## src/rtl/tap_pkg.sv

```systemverilog
// Shared TAP controller constants: state codes, instruction codes, IR widths/values.
// tap_next is the TMS-driven next-state function of the 16-state TAP FSM.
package tap_pkg;

    localparam int unsigned IR_W    = 4;
    localparam int unsigned STATE_W = 4;

    typedef enum logic [STATE_W-1:0] {
        TLR    = 4'hF, RTI    = 4'hC,
        SEL_DR = 4'h7, CAP_DR = 4'h6, SH_DR  = 4'h2, EX1_DR = 4'h1,
        PAU_DR = 4'h3, EX2_DR = 4'h0, UP_DR  = 4'h5,
        SEL_IR = 4'h4, CAP_IR = 4'hE, SH_IR  = 4'hA, EX1_IR = 4'h9,
        PAU_IR = 4'hB, EX2_IR = 4'h8, UP_IR  = 4'hD
    } tap_state_t;

    localparam logic [IR_W-1:0] SCAN_TDR   = 4'h2;
    localparam logic [IR_W-1:0] BYPASS     = 4'hF;
    localparam logic [IR_W-1:0] IR_CAPTURE = 4'b0001;
    localparam logic [IR_W-1:0] IR_RESET   = 4'hF;

    function automatic tap_state_t tap_next(input tap_state_t s, input logic tms);
        tap_state_t n;
        case (s)
            TLR:     n = tms ? TLR    : RTI;
            RTI:     n = tms ? SEL_DR : RTI;
            SEL_DR:  n = tms ? SEL_IR : CAP_DR;
            CAP_DR:  n = tms ? EX1_DR : SH_DR;
            SH_DR:   n = tms ? EX1_DR : SH_DR;
            EX1_DR:  n = tms ? UP_DR  : PAU_DR;
            PAU_DR:  n = tms ? EX2_DR : PAU_DR;
            EX2_DR:  n = tms ? UP_DR  : SH_DR;
            UP_DR:   n = tms ? SEL_DR : RTI;
            SEL_IR:  n = tms ? TLR    : CAP_IR;
            CAP_IR:  n = tms ? EX1_IR : SH_IR;
            SH_IR:   n = tms ? EX1_IR : SH_IR;
            EX1_IR:  n = tms ? UP_IR  : PAU_IR;
            PAU_IR:  n = tms ? EX2_IR : PAU_IR;
            EX2_IR:  n = tms ? UP_IR  : SH_IR;
            UP_IR:   n = tms ? SEL_DR : RTI;
            default: n = TLR;
        endcase
        return n;
    endfunction

endpackage

```

## src/rtl/tap_fsm_ctrl_if.sv

```systemverilog
// Controller-to-TDR scan chain link: enables and serial data in both directions.
interface tap_fsm_ctrl_if;
    logic shift_en;
    logic capture_en;
    logic update_en;
    logic tdr_tdi;
    logic tdr_tdo;

    modport master (output shift_en, capture_en, update_en, tdr_tdi, input tdr_tdo);
    modport slave  (input shift_en, capture_en, update_en, tdr_tdi, output tdr_tdo);
endinterface

```

## src/rtl/tap_ir_reg.sv

```systemverilog
// Instruction register: capture/shift stage plus the update stage that holds ir_q.
module tap_ir_reg
    import tap_pkg::*;
(
    input  logic            tck,
    input  logic            init,
    input  logic            capture,
    input  logic            shift,
    input  logic            update,
    input  logic            tdi,
    output logic [IR_W-1:0] ir_q,
    output logic            sr_lsb
);

    logic [IR_W-1:0] sr_q;

    // Shift right, TDI enters at the MSB so the LSB leaves first.
    always_ff @(posedge tck) begin
        if (init) begin
            sr_q <= IR_RESET;
            ir_q <= IR_RESET;
        end else begin
            if (capture)
                sr_q <= IR_CAPTURE;
            else if (shift)
                sr_q <= {tdi, sr_q[IR_W-1:1]};
            if (update)
                ir_q <= sr_q;
        end
    end

    assign sr_lsb = sr_q[0];

endmodule

```

## src/rtl/tap_fsm_ctrl.sv

```systemverilog
// TAP controller: TMS-decoded FSM, instruction register, bypass bit and TDO mux.
// TDR enables are decodes of the registered state, qualified by SCAN_TDR.
module tap_fsm_ctrl
    import tap_pkg::*;
(
    input  logic                tck,
    input  logic                reset,
    input  logic                TMS,
    input  logic                TDI,
    tap_fsm_ctrl_if.master      tdr,
    output logic                TDO,
    output logic                tdo_en,
    output logic [IR_W-1:0]     ir_q,
    output logic [STATE_W-1:0]  tap_state
);

    tap_state_t state_q;
    tap_state_t state_d;
    logic       bypass_q;
    logic       scan_sel;
    logic       ir_lsb;
    logic       ir_init;

    assign state_d = tap_next(state_q, TMS);

    always_ff @(posedge tck) begin
        if (reset)
            state_q <= TLR;
        else
            state_q <= state_d;
    end

    // IR returns to BYPASS on reset and on every edge that lands in TLR.
    assign ir_init = reset | (state_d == TLR);

    tap_ir_reg u_ir (
        .tck     (tck),
        .init    (ir_init),
        .capture (state_q == CAP_IR),
        .shift   (state_q == SH_IR),
        .update  (state_q == UP_IR),
        .tdi     (TDI),
        .ir_q    (ir_q),
        .sr_lsb  (ir_lsb)
    );

    assign scan_sel = (ir_q == SCAN_TDR);

    always_ff @(posedge tck) begin
        if (reset)
            bypass_q <= 1'b0;
        else if (!scan_sel) begin
            if (state_q == CAP_DR)
                bypass_q <= 1'b0;
            else if (state_q == SH_DR)
                bypass_q <= TDI;
        end
    end

    assign tdr.capture_en = scan_sel & (state_q == CAP_DR);
    assign tdr.shift_en   = scan_sel & (state_q == SH_DR);
    assign tdr.update_en  = scan_sel & (state_q == UP_DR);
    assign tdr.tdr_tdi    = TDI;

    always_comb begin
        TDO = 1'b0;
        if (state_q == SH_IR)
            TDO = ir_lsb;
        else if (state_q == SH_DR)
            TDO = scan_sel ? tdr.tdr_tdo : bypass_q;
    end

    assign tdo_en    = (state_q == SH_DR) | (state_q == SH_IR);
    assign tap_state = STATE_W'(state_q);

endmodule

```

## src/flat_wrapper.sv

```systemverilog
// flat-port wrapper written by rule: the top's interface ports become plain ports
module tap_fsm_ctrl_flat import tap_pkg::*;
  (tck, reset, TMS, TDI, TDO, tdo_en, ir_q, tap_state, tdr_shift_en, tdr_capture_en, tdr_update_en, tdr_tdr_tdi, tdr_tdr_tdo);
  tap_fsm_ctrl_if tdr_i ();
  input  logic tck;
  input  logic reset;
  input  logic TMS;
  input  logic TDI;
  output logic TDO;
  output logic tdo_en;
  output logic [IR_W-1:0] ir_q;
  output logic [STATE_W-1:0] tap_state;
  output wire logic [$bits(tdr_i.shift_en)-1:0] tdr_shift_en;
  output wire logic [$bits(tdr_i.capture_en)-1:0] tdr_capture_en;
  output wire logic [$bits(tdr_i.update_en)-1:0] tdr_update_en;
  output wire logic [$bits(tdr_i.tdr_tdi)-1:0] tdr_tdr_tdi;
  input wire logic [$bits(tdr_i.tdr_tdo)-1:0] tdr_tdr_tdo;
  assign tdr_shift_en = tdr_i.shift_en;
  assign tdr_capture_en = tdr_i.capture_en;
  assign tdr_update_en = tdr_i.update_en;
  assign tdr_tdr_tdi = tdr_i.tdr_tdi;
  assign tdr_i.tdr_tdo = tdr_tdr_tdo;
  tap_fsm_ctrl u_core (.tck(tck), .reset(reset), .TMS(TMS), .TDI(TDI), .tdr(tdr_i), .TDO(TDO), .tdo_en(tdo_en), .ir_q(ir_q), .tap_state(tap_state));
endmodule
```

## config.mk

```make
export PLATFORM = sky130hd
export DESIGN_NAME = tap_fsm_ctrl_flat
export DESIGN_NICKNAME = d
export VERILOG_FILES = /design/src/rtl/tap_pkg.sv /design/src/rtl/tap_fsm_ctrl_if.sv /design/src/rtl/tap_ir_reg.sv /design/src/rtl/tap_fsm_ctrl.sv /design/src/flat_wrapper.sv
export SDC_FILE = /design/constraint.sdc
export NUM_CORES = 1
export LEC_CHECK = 0
export CAP_MARGIN = 25
export CORE_MARGIN = 3
export CORE_UTILIZATION = 30
export DETAILED_ROUTE_END_ITERATION = 8
export GPL_TIMING_DRIVEN = 1
export PLACE_DENSITY_LB_ADDON = 0.2
export RECOVER_POWER = 100
export REMOVE_ABC_BUFFERS = 1
export SYNTH_ARGS = -nofsm -noshare
export SYNTH_HDL_FRONTEND = slang
export SYNTH_SLANG_ARGS = --single-unit
```

## constraint.sdc

```tcl
create_clock -name tck -period 2.7 [get_ports tck]
set_input_delay 0.27 -clock tck [delete_from_list [all_inputs] [get_ports tck]]
set_output_delay 0.27 -clock tck [all_outputs]
set_load 0.01 [all_outputs]
```

* Word level (Yosys, flattened, before mapping)
Index checks and enable logic that the tools add are counted.
** Word-level totals
- Output and inout bits :: 14
- Register bits :: 13
- Logic and storage cells :: 56
- Input bits :: 5
** Operators by class
- Bitwise logic cells :: 6
- Equal/unequal tests :: 17
- Reductions and logical operators :: 8
- Muxes and demuxes :: 20
** Operators with widths (count)
- 4-bit case mux with 12 select lines :: 1
- 4-bit == test, second input constant :: 9
- 4-bit by 3-bit == test with 1-bit output, second input constant :: 4
- 4-bit by 2-bit == test with 1-bit output, second input constant :: 3
- 2-bit two-way mux :: 6
- 3-bit two-way mux :: 4
- 4-bit two-way mux :: 3
- 1-bit two-way mux :: 6
- 2-bit OR reduction :: 3
- 4-bit by 1-bit == test with 1-bit output, second input constant :: 1
- 4-bit logical NOT :: 1
- 2-bit nonzero test :: 2
- 1-bit AND :: 3
- 3-bit OR reduction :: 1
- 1-bit bitwise OR :: 2
- 2-bit AND reduction :: 1
- 1-bit NOT :: 1

* Depth between registers and ports, before layout
- Word-level depth :: 6
- Gate-level depth with buffers :: 4
- Mapped depth without buffers :: 3

* By module
From an unflattened synthesis, not the netlist that was laid out.
** Unflattened totals
- Cell total of the unflattened synthesis :: 73
- Area total of the unflattened synthesis :: 676.9 µm²
** Modules (own cells, without submodules)
- tap_fsm_ctrl :: instances 1, cells an instance 47, area an instance 381.6 µm², sequential area each 100.1 µm²
- tap_ir_reg :: instances 1, cells an instance 26, area an instance 295.3 µm², sequential area each 160.2 µm²

* Worst setup path before layout
OpenSTA, ideal clock, no wires.
- Kind :: register -> output
- Start :: register u_core.u_ir.ir_q[3]
- End :: output port tdr_shift_en
- Setup slack :: 1.110 ns
- Cell stages (with the launch flop) :: 3
- Buffers on the path :: 0
- Arrival :: 1.320 ns
- Cell sequence :: dfxtp_1 or4b_4 nor4_1
** On the way
- Longest elaborated chain between the ends :: 2
** RTL lines
- start, declared :: line tap_ir_reg.sv:11 : output logic [IR_W-1:0] ir_q,
- start signal, assigned :: line tap_ir_reg.sv:28 : ir_q <= sr_q;
- 4-bit by 2-bit == test with 1-bit output :: line tap_fsm_ctrl.sv:47 : assign scan_sel = (ir_q == SCAN_TDR);
- 1-bit AND :: line tap_fsm_ctrl.sv:61 : assign tdr.shift_en = scan_sel & (state_q == SH_DR);
- end, declared :: line flat_wrapper.sv:13 : output wire logic [$bits(tdr_i.shift_en)-1:0] tdr_shift_en;
No other way between the ends.

* Final worst setup path
Ends and elaborated chain as after synthesis.

==> metrics.csv <==
stage,metric,value,unit
layout,final_cell_mix,"dlygate4sd3_1, dfxtp_1, nand2_1, nand3_1, mux2i_1",
detailed_routing,viasPerCell,5.17,
critical_path,cp.required,2.43,ns
synthesis,synth_fa_ha_area_share,0,%
worst_hold_path,min_path_type,flip-flop to flip-flop,
status,outcome,completed,
critical_path,path_delay_family,simple AND/OR/NAND/NOR gates,
run,cap_violations,0,
global_routing,grt_pass1_wl,2620,um
synthesis,syn_area_per_cell,8.91,um^2
pwr,power_leakage,0.363,nW
layout,register_area,260,um^2
global_routing,grt.total_usage,12.2,%
critical_path,crit_type,flip-flop to output pin,
layout,antenna_cells,0,
timing,setup_ws,0.304,ns
clocking,insertion_delay,0.28,ns
place,pre_cts_slack,0.713,ns
layout,final_common_cell,dlygate4sd3_1,
floorplan,io_pins,19,
layout,fin_nets,104,
layout,final_area,913,um^2
synthesis,synth_compound_area_share,14.2,%
global_routing,antenna_found_initial,0,
critical_path,path_cells,"or4b_1, nor4_1, dlygate4sd3_1",
detailed_routing,wl_per_cell,12.5,um
detailed_routing,ant_nets,0,
layout,drive_gt1_share,8.16,%
synthesis,netlist_instances,81,
clocking,holdBufCountCts,0,
clocking,clk_pin_slew_worst_paths,0.08,ns
timing,maxSlewViolCount,0,
floorplan,die_height,55.1,um
synthesis,yosysTopAreaCell,dfxtp_1,
synthesis,yosysWarningCount,0,
timing,finalHoldViolCount,0,
timing,relSlewSlack,68.1,%
global_routing,grt_remaining_overflow,0,
synthesis,synth_cell_types,38,
clocking,cts_made_buffers,3,
synthesis,syn-cell-area,722,um^2
clocking,post_cts_resized,0,
place,place_hpwl,1110,um
clocking,cts_sinks,13,
timing,max_slew.worst_pin.slew,0.478,ns
detailed_routing,dr.pass1.iters,4,
clocking,post-cts-setup-buffers,0,
critical_path,max_stage_delay,0.64,ns
critical_path,critPathArrivalTime,2.13,ns
critical_path,slowest_stage,dlygate4sd3_1,
global_routing,grt_util_met1,16.0,%
synthesis,synthSimpleGateAreaFrac,33.1,%
floorplan,core,0.00225,mm^2
place,port_buffers,18,
floorplan,start_util,32.0,%
synthesis,muxShareOfSynthArea,6.93,%
global_routing,busiest_layer,met2,
synthesis,yosysSeqAreaShare,36.0,%
floorplan,die_w,55.1,um
timing,rsz0062_at_grt,no,
layout,n_fill_cell,240,
synthesis,post_synth_main_area_contributors,"dfxtp_1, mux2i_1, nand3_1",
synthesis,synth_top_area_share,36.0,%
detailed_routing,num_vias,652,
timing,tns,0,ns
floorplan,die_area,0.00303,mm^2
layout,multi_input_area,388,um^2
timing,skew,0.00545,ns
layout,syn2layout_area_growth,26.5,%
clocking,clockRootBuffer,clkbuf_4,
detailed_routing,routed_wl,1570,um
global_routing,gr-usage-met2,17.7,%
critical_path,cp.buffers_inverters,1,
global_routing,grt_use_met3,4.02,%
clocking,htreeDepth,1,
global_routing,grt_pass1_vias,588,
timing,period_minus_slack,2.40,ns
pwr,irDropWorstVdd,0.000292,V
synthesis,synthXorXnorAreaFrac,0,%
clocking,tritoncts,yes,
place,post_dp_cell_area,890,um^2
floorplan,rows,17,
pwr,power_density,478,mW/mm^2
global_routing,grt_max_degree,16,
clocking,cts.path.max_buffers,2,
detailed_routing,drt_iter0_markers,7,
timing,final.period_utilization,88.8,%
critical_path,crit_path_max_fanout,4,
critical_path,startpoint_type,flip-flop,
synthesis,synth-seq-cells,13,
synthesis,synth_top_family_by_area,simple AND/OR/NAND/NOR gates,
critical_path,critPathCaptureType,output pin,
timing,clock.fmax,417,MHz
timing,finalSetupViolCount,0,
place,place.gp.congestion,0.746,
detailed_routing,drc,0,
[power by group]
part / internal (mW) / leakage, nW / switching [mW]
registers: 0.204 / 0.107 / 0.0205
logic: 0.0455 / 0.239 / 0.0442
clock network: 0.0550 / 0.0177 / 0.0674
[per-stage QoR]
| stage | hold WS, ns | utilization, % | total power [mW] | std cells |
|---|---|---|---|---|
| CTS | 0.532 | 40.7 | 0.449 | 126 |
| detailed placement | 0.510 | 39.5 | 0.323 | 122 |
| floorplan | 0.332 | - | 0.279 | 75 |
| global route | 0.567 | 40.5 | 0.463 | 126 |
| finish | 0.531 | 40.5 | 0.437 | 126 |
| global placement | 0.511 | 39.5 | 0.324 | 122 |
[flip-flops by register name, indices dropped and copies added (netlist names)]
| register | count |
|---|---|
| u_core.tap_state | 4 |
| u_core.u_ir.sr_q | 4 |
| u_core.u_ir.ir_q | 4 |
| u_core.bypass_q | 1 |
[cell families (layout without fill, tap and decap cells)]
logic type / after synthesis / count (layout)
compound gates: 14 / 14
buf+inv: 10 / 27
flops: 13 / 13
mux: 5 / 5
simple gates: 39 / 39
[worst register-to-register path: stages (launching register included)]
cell,delay [ns]
dfxtp_1,0.62
and3b_1,0.38
nor3b_1,0.22
o211ai_1,0.10
[path summary, 6_finish.rpt]
kind | start | slack (ns) | to | cells past startpoint
setup / recovery | u_core.u_ir.ir_q[3] | 0.30 | tdr_shift_en | 3
hold / removal | u_core.u_ir.sr_q[0] | 0.53 | u_core.u_ir.ir_q[0] | 2
setup reg to reg | u_core.tap_state[3] | 1.25 | u_core.u_ir.sr_q[0] | 3
hold reg to reg | u_core.u_ir.sr_q[0] | 0.53 | u_core.u_ir.ir_q[0] | 2
[metal layers]
| metal | vias up | routed length, um | share of wire [%] |
|---|---|---|---|
| met3 | 4 | 82 | 5.2 |
| met5 | - | 0 | 0 |
| met2 | 18 | 722 | 46 |
| li1 | 332 | - | - |
| met1 | 298 | 734 | 47 |
| met4 | 0 | 31 | 2.0 |
[layout make-up]
type                       instances  share of cell area, %
multi-input combinational         58                   42.5
sequential                        13                   28.5
timing repair buffer              19                   20.5
tap                               28                   3.84
clock buffer                       3                   2.47
inverter                           4                   1.64
clock inverter                     1                  0.548
[cells in the mapped netlist (all sizes together)]
cell type,number
nand3,6
or4b,1
nor2b,2
inv,3
nand4,1
dfxtp,13
and2b,1
o311a,1
a211o,1
nor2,4
or4,1
clkinv,1
nor4,1
nand2b,4
nand4b,1
or3b,1
o2111ai,3
buf,3
and4,1
nand2,6
or3,1
o211ai,1
nor4b,1
nor3b,2
and2,1
and3b,1
clkbuf,3
a21oi,4
a21o,1
nand3b,2
mux2i,5
o21ai,2
nor3,1
a31o,1
Power figures use the tool's default switching activity.
